[src/rtl/if_fetch_stage.sv]
// Instruction-fetch stage: owns the fetch PC, issues in-order word requests and
// buffers returned instructions in a 2-entry queue feeding the IF/ID register.
module if_fetch_stage #(
    parameter logic [31:0] RESET_PC  = 32'h0000_0000,
    parameter logic [31:0] NOP_INSTR = 32'h0000_0013
) (
    input  logic        clk,
    input  logic        reset,
    input  logic        stall,
    input  logic        redirect_valid,
    input  logic [31:0] redirect_pc,
    output logic        imem_req_valid,
    input  logic        imem_req_ready,
    output logic [31:0] imem_req_addr,
    input  logic        imem_rsp_valid,
    input  logic [31:0] imem_rsp_data,
    output logic [31:0] pc_out,
    output logic [31:0] instruction_out,
    output logic        valid_out
);

    logic [31:0] fetch_pc_q, fetch_pc_d;
    logic [31:0] fq_pc_q    [2];
    logic [31:0] fq_pc_d    [2];
    logic [31:0] fq_instr_q [2];
    logic [31:0] fq_instr_d [2];
    logic [31:0] pend_pc_q  [2];
    logic [31:0] pend_pc_d  [2];
    logic [1:0]  count_q, count_d;
    logic [1:0]  outstanding_q, outstanding_d;
    logic [1:0]  drop_cnt_q, drop_cnt_d;

    logic        pop, accept, rsp, rsp_keep;
    logic [1:0]  count_after_pop, out_after_rsp;
    logic [2:0]  credit_used;

    always_comb begin
        valid_out       = (count_q != 2'd0);
        pc_out          = valid_out ? fq_pc_q[0] : 32'd0;
        instruction_out = valid_out ? fq_instr_q[0] : NOP_INSTR;
        pop             = valid_out && !stall && !redirect_valid;
        count_after_pop = count_q - {1'b0, pop};
        // Counting the same-cycle pop as free credit keeps 1 instruction/cycle.
        credit_used     = {1'b0, outstanding_q} + {1'b0, count_after_pop};
        imem_req_valid  = !reset && !redirect_valid && (credit_used < 3'd2);
        imem_req_addr   = fetch_pc_q;
        accept          = imem_req_valid && imem_req_ready;
        rsp             = imem_rsp_valid && (outstanding_q != 2'd0);
        rsp_keep        = rsp && (drop_cnt_q == 2'd0);
        out_after_rsp   = outstanding_q - {1'b0, rsp};
    end

    always_comb begin
        fetch_pc_d    = fetch_pc_q;
        fq_pc_d       = fq_pc_q;
        fq_instr_d    = fq_instr_q;
        pend_pc_d     = pend_pc_q;
        count_d       = count_q;
        outstanding_d = out_after_rsp;
        drop_cnt_d    = drop_cnt_q;

        if (rsp) begin
            pend_pc_d[0] = pend_pc_q[1];
        end

        if (redirect_valid) begin
            // Everything still in flight belongs to the old path and is discarded.
            fetch_pc_d = redirect_pc & ~32'd3;
            count_d    = 2'd0;
            drop_cnt_d = out_after_rsp;
        end else begin
            if (accept) begin
                pend_pc_d[out_after_rsp[0]] = fetch_pc_q;
                outstanding_d               = out_after_rsp + 2'd1;
                fetch_pc_d                  = fetch_pc_q + 32'd4;
            end
            if (rsp && (drop_cnt_q != 2'd0)) begin
                drop_cnt_d = drop_cnt_q - 2'd1;
            end
            if (pop) begin
                fq_pc_d[0]    = fq_pc_q[1];
                fq_instr_d[0] = fq_instr_q[1];
            end
            count_d = count_after_pop;
            if (rsp_keep) begin
                fq_pc_d[count_after_pop[0]]    = pend_pc_q[0];
                fq_instr_d[count_after_pop[0]] = imem_rsp_data;
                count_d                        = count_after_pop + 2'd1;
            end
        end
    end

    always_ff @(posedge clk) begin
        if (reset) begin
            fetch_pc_q    <= RESET_PC;
            fq_pc_q       <= '{default: '0};
            fq_instr_q    <= '{default: '0};
            pend_pc_q     <= '{default: '0};
            count_q       <= 2'd0;
            outstanding_q <= 2'd0;
            drop_cnt_q    <= 2'd0;
        end else begin
            fetch_pc_q    <= fetch_pc_d;
            fq_pc_q       <= fq_pc_d;
            fq_instr_q    <= fq_instr_d;
            pend_pc_q     <= pend_pc_d;
            count_q       <= count_d;
            outstanding_q <= outstanding_d;
            drop_cnt_q    <= drop_cnt_d;
        end
    end

    always_ff @(posedge clk) begin
        if (!reset && !redirect_valid) begin
            assert (!(rsp_keep && count_after_pop == 2'd2))
                else $error("fetch queue overflow");
        end
    end

endmodule

[config.mk]
export PLATFORM = sky130hd
export DESIGN_NAME = if_fetch_stage
export DESIGN_NICKNAME = d
export VERILOG_FILES = /design/src/rtl/if_fetch_stage.sv
export SDC_FILE = /design/constraint.sdc
export NUM_CORES = 1
export LEC_CHECK = 0
export CORE_ASPECT_RATIO = 1.75
export CORE_UTILIZATION = 49
export DETAILED_ROUTE_END_ITERATION = 10
export HOLD_SLACK_MARGIN = 0.06
export PLACE_DENSITY_LB_ADDON = 0.08
export SYNTH_ARGS = -nofsm -noshare
export SYNTH_HDL_FRONTEND = slang
export SYNTH_SLANG_ARGS = --single-unit
[constraint.sdc]
create_clock -name clk -period 3.84 [get_ports clk]
set_input_delay 0.96 -clock clk [delete_from_list [all_inputs] [get_ports clk]]
set_output_delay 0.96 -clock clk [all_outputs]
set_load 0.01 [all_outputs]
==> metrics.md <==
| Metric | Value |
|---|---|
| Status | complete, no violations |
| Mapped Avg Cell Area | ~8.4 sq um |
| Share of total power in the clock network | between 30 and 40% |
| CP Capture Type | primary output |
| Final antenna diode count | 0 |
| CP delay by family, top | simple AND/OR/NAND/NOR gates |
| Placeable core region | 21600 sq um |
| Final layout net count | around 1500 |
| Net switching power of the design | 1.88 mW |
| CTS tree | built |
| Clock Pin Slew Worst Setup and Hold Paths | approximately 0.060 ns |
| Worst setup SP type | primary input |
| Die Outline Area | approximately 23000 sq um |
| Worst R2R Setup Slack | between 0.6 and 0.7 ns |
| CTS root buf | clkbuf_16 |
| Type of the tightest min-delay check | reg2reg |
| Worst clock skew | ~0.013 ns |
| Total buffers and inverters traversed by the critical path | 2 |
| Endpoint required time on the critical path | ~2.9 ns |
| Total global routing overflow | 0 |
| Worst flop-to-flop path startpoint | count_q[0] |
| Final core utilization | 63.1% |
| Die height | approximately 200 um |
| Count of mapped cells out of synthesis | around 1300 |
| Top_reg_cell synth | dfxtp_1 |
| Average wire length per cell after detail routing | 18.7 um |
| Placer Congestion | approximately 0.83 |
| Synth Warn # | 0 |
| Row count | 71 |
| Final setup violating endpoints | 0 |
| # Max-Cap Violations | 0 |
| Share of final-layout standard cells stronger than drive strength 1 | about 7.5% |
| Top-level I/O count | 168 |
| Via/cell ratio | roughly 5.8 |
| Number of routed nets with antenna violations | 0 |
| Post-Place Worst Slack | -0.429 ns |
| R2R depth | 9 |
| Number of flops mapped to enable cells by yosys | 0 |
| Total design power | around 6.5 mW |
| Reg2Reg Capture Point | imem_req_addr[19] |
| DR DRC count | 0 |
| FMAX | 271 MHz |
| Via count of the first global-routing pass | 9794 |
| Count of distinct cell types in the synthesized netlist | 51 |
| Initial antenna violation count | 0 |
| Clock latency of the later-clocked register in the worst-skew pair | 0.51 ns |
| Number of buffers inserted for hold repair after clock tree synthesis | 0 |
| Non-Filler Cell Area, Final | ~14000 sq um |
| Proportion of power drawn by flip-flops and latches | between 40 and 50% |
| Final critical path time including I/O delays and setup | ~3.7 ns |
| WP data arrival | around 2.7 ns |
| CP most frequent cell | dlygate4sd2_1 |
| Final number of hold-violating endpoints | 0 |
| Worst path max stage delay | ~0.50 ns |
| Post-DP HPWL | 19700 um |
| Leading cell types in the layout, fill and taps excluded | dfxtp_1, nor2_1, clkdlybuf4s50_1 |
| Most common cell after layout, fill and taps aside | dfxtp_1 |
| Maximum root-to-sink buffer count | 3 |
| Width of the die | approximately 110 um |
| Port Buffers | 163 |
| Fill cell total of the finished layout | 1942 |
| DR pass1 iterations | 5 |
| Seq/Total Area, Yosys | roughly 42% |
| Total Routing Usage GR | 28.1% |
| Count of vias placed by the detailed router | about 10000 |
| Worst-path cell with the longest stage delay | or4b_4 |
| Flip-flop and latch count after synthesis | approximately 230 |
| Pins Over Slew Limit | 0 |
| Total wire length after detailed routing | between 30000 and 40000 um |
| Slew at the pin closest to its max-slew limit | about 1.1 ns |
| Worst slew slack as a fraction of its limit | 29.2% |
| Part of the power in combinational logic | 19.9% |
| RSZ-0062 raised after global routing | no |
| H-Tree Level Count | 1 |
| Area growth, synth to finish | 25.9% |
| Total leakage power | approximately 5.1 nW |
| Final hold slack | ~0.45 ns |
| Number of buffers created by CTS | 22 |
| Power density of the placed cells | around 480 nW/um^2 |
| First-pass GRT wire length | roughly 50000 um |
| Post-synthesis async set-or-reset flop share | 0% |
| Pin count of the biggest net entering global routing | between 100 and 150 |
| Path type of the worst setup path | in2out |
| Internal Pwr Total | ~4.6 mW |
| Starting density of the core | about half |
| TritonCTS sink count | between 200 and 250 |
| Syn Std Cell Area | around 11000 sq um |
| Cells along the critical path | dlygate4sd2_1, or4b_4, nand2_2, fa_1, and3_1, dlygate4sd2_1 |
| Worst Setup Slack, final | approximately 0.15 ns |
| Max rail drop VDD | roughly 380 uV |
| Drt first-iter violations | between 600 and 700 |
| Sw frac | between 20% and 30% |
| Hold Crit Depth | 2 |
| Placed standard-cell area | roughly 13000 sq um |
| Worst-path fanout max | 4 |
| Post-route clock period utilization | 96.2% |
==> worst max-delay path by stage <==
stage | from | end | slack [ns] | depth (start not counted)
final | stall | imem_req_valid | 0.15 | 6
after global routing | stall | imem_req_valid | 0.06 | 6
after CTS | stall | imem_req_valid | 0.003 | 6
after detailed placement | stall | imem_req_valid | -0.43 | 6
after global placement | stall | imem_req_valid | -0.42 | 6
after floorplan | redirect_valid | imem_req_addr[20] | 0.05 | 9
==> timing repair <==
item | CTS | global route
endpoints found under the setup margin | 1 | 1
buffers inserted | 1 | 0
resized for setup | 3 | 1
pin swaps | 1 | 2
==> metal layers <==
layer	vias up	global-route usage (%)	part of all wire [%]
li1	4842	-	-
met1	4816	31.3	40
met2	249	53.9	54
met3	48	3.05	3.9
met4	0	10.1	2.7
met5	-	0	0
==> stage by stage <==
| step | TNS [ns] | std cells |
|---|---|---|
| finish | 0 | 1702 |
| global route | 0 | 1702 |
| CTS | 0 | 1702 |
| detailed placement | -6.89 | 1663 |
| global placement | -6.86 | 1663 |
| floorplan | 0 | 1288 |
==> worst register-to-register path, delay by kind of cell (launching register included) <==
kind | cells | cell delay (ns)
simple gates | 4 | 1.48
buf+inv | 2 | 0.23
flops | 1 | 0.35
fa+ha+maj | 1 | 0.54
compound gates | 2 | 0.46
==> synth_stat cells, types with 2 or more instances <==
| master | instances | area [sq um] |
|---|---|---|
| dfxtp_1 | 228 | 4560 |
| nor2_1 | 182 | 683 |
| nand2_1 | 148 | 556 |
| clkbuf_1 | 103 | 387 |
| a211oi_1 | 101 | 758 |
| mux2i_1 | 97 | 971 |
| and3_1 | 72 | 450 |
| and2_1 | 67 | 419 |
| o32ai_1 | 64 | 561 |
| a21oi_1 | 38 | 190 |
| nor3_1 | 16 | 80.1 |
| inv_1 | 11 | 41.3 |
| nand3_1 | 11 | 55.1 |
| nand4_1 | 11 | 68.8 |
| a311oi_1 | 10 | 87.6 |
| a31oi_1 | 9 | 56.3 |
| buf_1 | 9 | 33.8 |
| buf_4 | 8 | 60.1 |
| or4_1 | 8 | 60.1 |
| xnor2_1 | 8 | 70.1 |
| buf_2 | 7 | 35.0 |
| o21ai_0 | 7 | 35.0 |
| o31ai_1 | 6 | 45.0 |
| or3_1 | 6 | 37.5 |
| nor4_1 | 5 | 31.3 |
| o221ai_1 | 5 | 43.8 |
| or2_2 | 5 | 31.3 |
| nand2b_1 | 4 | 25.0 |
| ha_1 | 3 | 37.5 |
| nor3b_1 | 3 | 22.5 |
| o211ai_1 | 3 | 22.5 |
| o21a_1 | 3 | 22.5 |
| or4b_2 | 3 | 30.0 |
| xor2_1 | 3 | 26.3 |
| a2111oi_0 | 2 | 17.5 |
| and4_1 | 2 | 17.5 |
| and4_2 | 2 | 20.0 |
| o21bai_1 | 2 | 15.0 |
| o311ai_0 | 2 | 17.5 |
| o41ai_1 | 2 | 17.5 |
==> kinds of logic (layout without fill, tap and decap cells) <==
| group | count (synthesis) | count (layout) | share of synthesized area (%) |
|---|---|---|---|
| other | 1 | 2 | 0.0347 |
| AND/OR/NAND/NOR | 550 | 550 | 24.4 |
| multiplexers | 97 | 97 | 8.98 |
| AO/OA/AOI/OAI | 258 | 258 | 17.8 |
| adder cells (fa/ha/maj) | 4 | 4 | 0.532 |
| XOR/XNOR | 11 | 11 | 0.891 |
| flip-flops | 228 | 228 | 42.2 |
| buffers and inverters | 138 | 260 | 5.15 |
==> layout make-up <==
type                    count  area [sq um]  share of cell area [%]
clock inverters             7           135                   0.993
inverters                  11          41.3                   0.303
well taps                 292           365                    2.68
repair buffers            211          2100                    15.4
clock buffers              31           656                    4.82
multi-input cells         922          5750                    42.2
flip-flops and latches    228          4560                    33.5
==> power groups by stage <==
stage          clock (mW)  combinational [mW]  sequential, mW
5_1_grt              2.51                1.41            2.86
6_report             2.37                1.29            2.83
3_5_place_dp            0                1.28            2.88
4_1_cts              2.41                1.29            2.83
3_3_place_gp            0                1.26            2.88
2_1_floorplan           0               0.858            2.78
Power figures use the tool's default switching activity.
